**config.mk**
```make
export PLATFORM = sky130hd
export DESIGN_NAME = pipelined_addsub_flat
export DESIGN_NICKNAME = d
export VERILOG_FILES = /design/src/rtl/pipelined_addsub_if.sv /design/src/rtl/pipelined_addsub.sv /design/src/flat_wrapper.sv
export SDC_FILE = /design/constraint.sdc
export NUM_CORES = 1
export LEC_CHECK = 0
export ABC_AREA = 0
export CORE_MARGIN = 8
export CORE_UTILIZATION = 55
export DETAILED_ROUTE_END_ITERATION = 6
export DONT_BUFFER_PORTS = 1
export PLACE_DENSITY = 0.7
export SYNTH_ARGS = -nofsm -noshare
export SYNTH_HDL_FRONTEND = slang
export SYNTH_SLANG_ARGS = --single-unit
```
**constraint.sdc**
```tcl
create_clock -name clk -period 3.4 [get_ports clk]
set_clock_uncertainty 0.15 [all_clocks]
set_input_delay 0.68 -clock clk [delete_from_list [all_inputs] [get_ports clk]]
set_output_delay 0.68 -clock clk [all_outputs]
set_load 0.02 [all_outputs]
```
**src/rtl/pipelined_addsub_if.sv**
```systemverilog
// Operand/result handshake bundle for pipelined_addsub.
// The master side issues operands and accepts results; the slave side is the adder.
interface pipelined_addsub_if #(
    parameter int WIDTH = 16
);
    logic             in_valid;
    logic             in_ready;
    logic [WIDTH-1:0] a;
    logic [WIDTH-1:0] b;
    logic             cin;
    logic             sub;
    logic             out_valid;
    logic             out_ready;
    logic [WIDTH-1:0] sum;
    logic             cout;
    logic             ovf;
    logic             zero;

    modport master (
        output in_valid, a, b, cin, sub, out_ready,
        input  in_ready, out_valid, sum, cout, ovf, zero
    );

    modport slave (
        input  in_valid, a, b, cin, sub, out_ready,
        output in_ready, out_valid, sum, cout, ovf, zero
    );
endinterface

```
**src/rtl/pipelined_addsub.sv**
```systemverilog
// Carry-pipelined adder/subtractor: each stage adds one CHUNK-bit slice and hands
// its carry, the remaining operand bits and the finished sum slices to the next stage.
module pipelined_addsub #(
    parameter int WIDTH  = 16,
    parameter int STAGES = 4
) (
    input  logic              clk,
    input  logic              rst_n,
    pipelined_addsub_if.slave bus
);
    localparam int CHUNK = WIDTH / STAGES;
    localparam int NREG  = (STAGES > 1) ? STAGES - 1 : 1;

    logic              advance;
    logic [STAGES-1:0] vld_q;

    logic [WIDTH-1:0]  a_q [NREG];
    logic [WIDTH-1:0]  b_q [NREG];
    logic [WIDTH-1:0]  s_q [NREG];
    logic              c_q [NREG];

    logic [WIDTH-1:0]  a_src [STAGES];
    logic [WIDTH-1:0]  b_src [STAGES];
    logic [WIDTH-1:0]  s_src [STAGES];
    logic [WIDTH-1:0]  s_nxt [STAGES];
    logic              c_src [STAGES];
    logic              c_nxt [STAGES];

    logic [WIDTH-1:0]  sum_q;
    logic              cout_q;
    logic              ovf_q;
    logic              zero_q;
    logic              ovf_nxt;

    function automatic logic [CHUNK:0] add_chunk(
        input logic [CHUNK-1:0] x,
        input logic [CHUNK-1:0] y,
        input logic             c
    );
        return {1'b0, x} + {1'b0, y} + (CHUNK+1)'(c);
    endfunction

    function automatic logic [WIDTH-1:0] place_chunk(
        input logic [WIDTH-1:0] s,
        input logic [CHUNK-1:0] slice,
        input int               k
    );
        logic [WIDTH-1:0] r;
        r = s;
        r[k*CHUNK +: CHUNK] = slice;
        return r;
    endfunction

    // Global stall: the whole pipe moves only when the output slot is free or drained.
    assign advance       = !vld_q[STAGES-1] || bus.out_ready;
    assign bus.in_ready  = advance;
    assign bus.out_valid = vld_q[STAGES-1];
    assign bus.sum       = sum_q;
    assign bus.cout      = cout_q;
    assign bus.ovf       = ovf_q;
    assign bus.zero      = zero_q;

    for (genvar k = 0; k < STAGES; k++) begin : g_stage
        logic [CHUNK:0] part;

        if (k == 0) begin : g_first
            // Subtraction folds into an add of ~b with the carry-in inverted.
            assign a_src[k] = bus.a;
            assign b_src[k] = bus.b ^ {WIDTH{bus.sub}};
            assign s_src[k] = '0;
            assign c_src[k] = bus.cin ^ bus.sub;
        end else begin : g_next
            assign a_src[k] = a_q[k-1];
            assign b_src[k] = b_q[k-1];
            assign s_src[k] = s_q[k-1];
            assign c_src[k] = c_q[k-1];
        end

        assign part     = add_chunk(a_src[k][k*CHUNK +: CHUNK], b_src[k][k*CHUNK +: CHUNK], c_src[k]);
        assign c_nxt[k] = part[CHUNK];
        assign s_nxt[k] = place_chunk(s_src[k], part[CHUNK-1:0], k);
    end

    // Carry into the MSB recovered from the MSB sum bit and its two operand bits.
    assign ovf_nxt = (a_src[STAGES-1][WIDTH-1] ^ b_src[STAGES-1][WIDTH-1] ^ s_nxt[STAGES-1][WIDTH-1])
                     ^ c_nxt[STAGES-1];

    // Stage boundaries 0..STAGES-2: skew registers, contents meaningful only when valid.
    always_ff @(posedge clk) begin
        if (advance) begin
            for (int k = 0; k < STAGES - 1; k++) begin
                a_q[k] <= a_src[k];
                b_q[k] <= b_src[k];
                s_q[k] <= s_nxt[k];
                c_q[k] <= c_nxt[k];
            end
        end
    end

    // Final boundary: valid chain and registered result flags.
    always_ff @(posedge clk or negedge rst_n) begin
        if (!rst_n) begin
            vld_q  <= '0;
            sum_q  <= '0;
            cout_q <= 1'b0;
            ovf_q  <= 1'b0;
            zero_q <= 1'b0;
        end else if (advance) begin
            vld_q[0] <= bus.in_valid;
            for (int k = 1; k < STAGES; k++) begin
                vld_q[k] <= vld_q[k-1];
            end
            sum_q  <= s_nxt[STAGES-1];
            cout_q <= c_nxt[STAGES-1];
            ovf_q  <= ovf_nxt;
            zero_q <= (s_nxt[STAGES-1] == '0);
        end
    end
endmodule

```
**src/flat_wrapper.sv**
```systemverilog
// flat-port wrapper written by rule: the top's interface ports become plain ports
module pipelined_addsub_flat 
#(
    parameter int WIDTH  = 16,
    parameter int STAGES = 4
)
  (clk, rst_n, bus_in_valid, bus_a, bus_b, bus_cin, bus_sub, bus_out_ready, bus_in_ready, bus_out_valid, bus_sum, bus_cout, bus_ovf, bus_zero);
  pipelined_addsub_if #(.WIDTH(WIDTH)) bus_i ();
  input  logic clk;
  input  logic rst_n;
  input wire logic [$bits(bus_i.in_valid)-1:0] bus_in_valid;
  input wire logic [$bits(bus_i.a)-1:0] bus_a;
  input wire logic [$bits(bus_i.b)-1:0] bus_b;
  input wire logic [$bits(bus_i.cin)-1:0] bus_cin;
  input wire logic [$bits(bus_i.sub)-1:0] bus_sub;
  input wire logic [$bits(bus_i.out_ready)-1:0] bus_out_ready;
  output wire logic [$bits(bus_i.in_ready)-1:0] bus_in_ready;
  output wire logic [$bits(bus_i.out_valid)-1:0] bus_out_valid;
  output wire logic [$bits(bus_i.sum)-1:0] bus_sum;
  output wire logic [$bits(bus_i.cout)-1:0] bus_cout;
  output wire logic [$bits(bus_i.ovf)-1:0] bus_ovf;
  output wire logic [$bits(bus_i.zero)-1:0] bus_zero;
  assign bus_i.in_valid = bus_in_valid;
  assign bus_i.a = bus_a;
  assign bus_i.b = bus_b;
  assign bus_i.cin = bus_cin;
  assign bus_i.sub = bus_sub;
  assign bus_i.out_ready = bus_out_ready;
  assign bus_in_ready = bus_i.in_ready;
  assign bus_out_valid = bus_i.out_valid;
  assign bus_sum = bus_i.sum;
  assign bus_cout = bus_i.cout;
  assign bus_ovf = bus_i.ovf;
  assign bus_zero = bus_i.zero;
  pipelined_addsub #(.WIDTH(WIDTH), .STAGES(STAGES)) u_core (.clk(clk), .rst_n(rst_n), .bus(bus_i));
endmodule
```
==> results.toml, run 1 <==
[logic_synthesis]
avgSynthCellArea_um2 = 17.4
syn-cell-area_um2 = 3890
syn_nets = 281
ys_ff_latch = 98
ys_seq_area_frac = 0.728
synth_warnings = 0
synthDistinctLibCells = 24
synth_cells = 223

[timing]
hold_viol = 0
slew-limit-headroom = 0.323
max_freq_ghz = 0.441
worstMarginPinSlew_ns = 1.01
tns_ns = 0
timing.final.crit_share = 0.667
setup_violations = 0
drv_slew = 0
rsz0062_at_grt = "false"
min_period_ns = 2.27

[routing]
drc = 0
vias = 1651
viasPerCell = 4.94
drtIter0Drc = 76
postRouteAntennaNets = 0
routed_wl_mm = 5.23
firstDrtPassIters = 4
wl_per_cell_um = 15.6

[clock_network]
cts_made_buffers = 9
cts.sinks = 98
hold_buffers = 1
cts_resized = 0
clk_path_buf_depth = 2
htreeDepth = 3
post-cts-setup-buffer-count = 0
path_clk_slew_ns = 0.09
cts_root_buffer = "clkbuf_8"
cts_tree = "done"
clk_latency_ns = 0.35

[layout]
final_util = 0.617
final_layout_size_suffix_gt1_frac = 0.172
layout_common_cells = "edfxtp_1, dfrtp_1, inv_1, xor2_1, mux2_2"
final_nets = 291
area_growth_pct = 8.40
mostFrequentLayoutCell = "edfxtp_1"
n_antenna_cell = 0

[floorplan]
initial_utilization = 0.569
io_pins = 59
die_h_um = 100
num_rows = 30
die_width_um = 100
coreArea_um2 = 6830
fp.dieArea_um2 = 10000

[global_route]
grt_pass1_vias = 1712
grt_start_max_net_pins = 38
grt_pass1_wl_mm = 8.36
grt.overflow.total = 0
track_usage = 0.112
antenna_found_initial = 0

[power]
seqPwrFrac = 0.598
internal-power_mw = 2.53
combinationalPowerShare = 0.201
powerDensity_nw_per_um2 = 862
swShare = 0.304
p_total_mw = 3.63
peakVddDrop_v = 0.000417
p_leak_nw = 1.65
power.share.clock = 0.200
switching_power_mw = 1.10

[min_path]
hold_path.class = "in -> reg"

[critical_path]
critPathRequiredTime_ns = 2.57
critPathArrivalTime_ns = 1.44
cp_max_fo = 22
endpoint_kind = "primary output"
start_kind = "flop"
crit_type = "reg -> out"

[flow_run]
maxCapViolations = 0

[placed_design]
gp_congestion = 0.721
place_hpwl_mm = 3.74
io_buffers = 0

[status]
status = "complete, no violations"
layout make-up:
class,count,area [um2]
Clock inverter,5,63.8
Tap cell,96,120
Clock buffer,11,131
Sequential cell,98,2830
Inverter,20,76.3
Multi-Input combinational cell,100,961
Timing Repair Buffer,4,32.5
Fill cell,518,2620
synth_stat cells, drive strengths merged:
cell type  number  area [um2]
dfrtp          23         576
mux2           18         203
nor4            2        18.8
nand4           1        6.26
nand2           4        15.0
inv            20        75.1
o21ai           7        35.0
nand2b          4        25.0
xnor2           7        61.3
or2             1        6.26
buf             5        25.0
nor2b           4        25.0
a21oi           5        28.8
fa              8         160
or4             1        11.3
ha             12         150
nor4b           1        8.76
edfxtp         75        2250
nor2            2        7.51
a21o            4        30.0
xor2           19         166
layer usage:
layer | global-route usage | vias up | wire length [um]
li1 | - | 805 | -
met1 | 0.133 | 787 | 2330
met2 | 0.161 | 48 | 2350
met3 | 0.0464 | 11 | 428
met4 | 0.0767 | 0 | 122
met5 | 0 | - | 0
critical path, stage by stage, from the launching register on:
cell and delay, ns:
dfrtp_1 0.46, nor2b_2 0.23, clkinv_2 0.39
per-stage QoR:
stage	hold slack (ns)	worst slack [ns]	cells	instance area (um2)
2_1_floorplan	0.234	0.0839	223	3890
6_report	0.263	1.13	334	4210
3_5_place_dp	0.235	1.17	317	4010
4_1_cts	0.243	1.07	334	4210
3_3_place_gp	0.235	1.20	317	4010
5_1_grt	0.235	1.00	334	4210
flip-flops by register name, summed over array words and instances, names as in the netlist:
register         count
u_core.a_q          24
u_core.b_q          24
u_core.bus.cout      1
u_core.bus.ovf       1
u_core.bus.sum      16
u_core.bus.zero      1
u_core.c_q           3
u_core.s_q          24
u_core.vld_q         4
power groups by stage:
stage,logic [mW],clock network (mW),registers [mW]
final,0.732,0.727,2.17
after global routing,0.840,0.802,2.23
after CTS,0.754,0.757,2.19
after detailed placement,0.745,0,2.22
after global placement,0.724,0,2.20
after floorplan,0.607,0,2.14
worst paths after layout:
check	endpoint	cells after the start	slack, ns	from
worst max-delay path	bus_in_ready	2	1.13	u_core.vld_q[3]
worst min-delay path	u_core.a_q[0][12]	0	0.26	bus_a[12]
worst max register to register	u_core.bus.sum[15]	4	1.38	u_core.vld_q[3]
worst min register to register	u_core.s_q[0][19]	0	0.27	u_core.s_q[0][3]
max in group asynchronous	u_core.bus.sum[6]	1	1.70	rst_n
min in group asynchronous	u_core.bus.sum[9]	1	0.79	rst_n
cell families (layout without fill, tap and decap cells):
family,after synthesis,after routing,synth area share
simple gates,20,20,0.0319
buf+inv,25,40,0.0258
xor+xnor,26,26,0.0586
compound gates,16,16,0.0241
mux,18,18,0.0522
flops,98,98,0.728
fa+ha+maj,20,20,0.0798
(Power assumes the default switching activity.)
==> inputs of run 2 (changes only) <==
--- a/config.mk
+++ b/config.mk
@@ -10,7 +10,7 @@
 export CORE_UTILIZATION = 55
 export DETAILED_ROUTE_END_ITERATION = 6
 export DONT_BUFFER_PORTS = 1
-export PLACE_DENSITY = 0.7
+export PLACE_DENSITY = 0.73
 export SYNTH_ARGS = -nofsm -noshare
 export SYNTH_HDL_FRONTEND = slang
 export SYNTH_SLANG_ARGS = --single-unit
==> constraint.sdc (replaced) <==
create_clock -name clk -period 1.85 [get_ports clk]
set_clock_uncertainty 0.15 [all_clocks]
set_input_delay 0.37 -clock clk [delete_from_list [all_inputs] [get_ports clk]]
set_output_delay 0.37 -clock clk [all_outputs]
set_load 0.02 [all_outputs]
==> results.toml, run 2 (synthesis results as in run 1) <==
[critical_path]
path_depth = 6
timing.rr.start = "u_core.b_q[0][44]"
setup.worst_path.end = "u_core.bus.zero"
r2r_setup_slack_ns = -0.02
start_kind = "flop"
critPathRequiredTime_ns = 1.93
critPathMostFrequentCell = "fa_2"
cp_slowest_stage_delay_ns = 0.43
cp_max_fo = 2
critPathArrivalTime_ns = 1.95
endpoint_kind = "flop"
ff2ff_path_depth = 6
crit_type = "reg -> reg"
crit_start = "u_core.b_q[0][44]"
crit_chain = "fa_2 > inv_2 > fa_2 > nor4b_4 > nand4_1 > o21ai_1"
cp.buffers_inverters = 1
cp_slowest_cell = "fa_2"
critPathTopFamily = "adder cells"
timing.rr.end = "u_core.bus.zero"

[timing]
min_period_ns = 1.87
max_freq_ghz = 0.535
tns_ns = -0.0195
worstMarginPinSlew_ns = 1.01
fin_ws_ns = -0.0195
hold_viol = 0
slew-limit-headroom = 0.325
setup_violations = 1
timing.final.crit_share = 1.01
rsz0062_at_grt = "true"
drv_slew = 0

[routing]
drc = 0
firstDrtPassIters = 4
drtIter0Drc = 80
vias = 1714
routed_wl_mm = 5.24
viasPerCell = 4.90
wl_per_cell_um = 15.0
postRouteAntennaNets = 0

[placed_design]
gp_congestion = 0.774
io_buffers = 0
place_hpwl_mm = 3.55
place_inst = 318

[min_path]
min_path_cells = 1
hold_path.class = "in -> reg"
min_from = "bus_b[7]"

[floorplan]
initial_utilization = 0.569
fp.dieArea_um2 = 10000
io_pins = 59
num_rows = 30
die_h_um = 100
die_width_um = 100
coreArea_um2 = 6830

[global_route]
track_usage = 0.115
grt_pass1_wl_mm = 8.69
grt_start_max_net_pins = 40
grt_pass1_vias = 1792
grt.overflow.total = 0
antenna_found_initial = 0

[power]
p_leak_nw = 1.76
peakVddDrop_v = 0.000709
powerDensity_nw_per_um2 = 1540

[status]
violations = "negative setup slack"
status = "finished, violations left"

[layout]
n_antenna_cell = 0
mostFrequentLayoutCell = "edfxtp_1"
finalNonFillerCells = 350
final_nets = 307
layout_common_cells = "edfxtp_1, dfrtp_1, xor2_1"
area_growth_pct = 15.3
largest_registers = "u_core.a_q x24, u_core.b_q x24, u_core.s_q x24"
final_layout_size_suffix_gt1_frac = 0.236

[clock_network]
cts_tree = "done"
cts_root_buffer = "clkbuf_8"
clk_path_buf_depth = 2
path_clk_slew_ns = 0.09
cts_made_buffers = 9
htreeDepth = 3
cts.sinks = 98
clk_latency_ns = 0.34

[flow_run]
maxCapViolations = 0
-- run 2: cell type report --
cell class              instances  area, um2
fillers                       505       2350
repair buffers                 20        230
multi-input cells             100       1030
clock buffers                  12        166
flip-flops and latches         98       2830
clock inverters                 4       23.8
inverters                      20       78.8
well taps                      96        120
-- run 2: through the flow --
stage	area (um2)	power (mW)	hold WS, ns	setup WS, ns	util
floorplan	3940	5.07	-0.0756	-0.779	-
global placement	4050	5.40	-0.0749	-0.0201	0.593
detailed placement	4050	5.50	-0.0748	-0.103	0.593
CTS	4450	6.94	0.0502	-0.0371	0.652
global route	4480	7.34	0.0484	-0.113	0.656
finish	4480	6.91	0.0745	-0.0195	0.656
-- run 2: what timing repair did --
item	in CTS	in global routing
pin swaps	5	8
setup buffers	1	0
gates resized for setup	7	9
endpoints found under the hold margin	36	0
hold buffers	14	0
cloned	1	0
endpoints found under the setup margin	4	8
-- run 2: worst min path at each step --
stage,to
2_1_floorplan,u_core.bus.cout
3_5_place_dp,u_core.bus.sum[13]
5_1_grt,u_core.b_q[0][12]
4_1_cts,u_core.b_q[0][12]
6_report,u_core.b_q[0][7]
3_3_place_gp,u_core.bus.sum[12]
-- run 2: power breakdown --
group | internal [mW] | switching, mW | leakage, nW
clock network | 0.606 | 0.664 | 0.102
logic | 0.854 | 0.775 | 0.633
registers | 3.37 | 0.643 | 1.03
-- run 2: layer usage --
layer	vias up	GRT usage	part of all wire
li1	834	-	-
met1	816	0.137	0.44
met2	51	0.173	0.46
met3	13	0.0367	0.070
met4	0	0.0802	0.027
met5	-	0	0
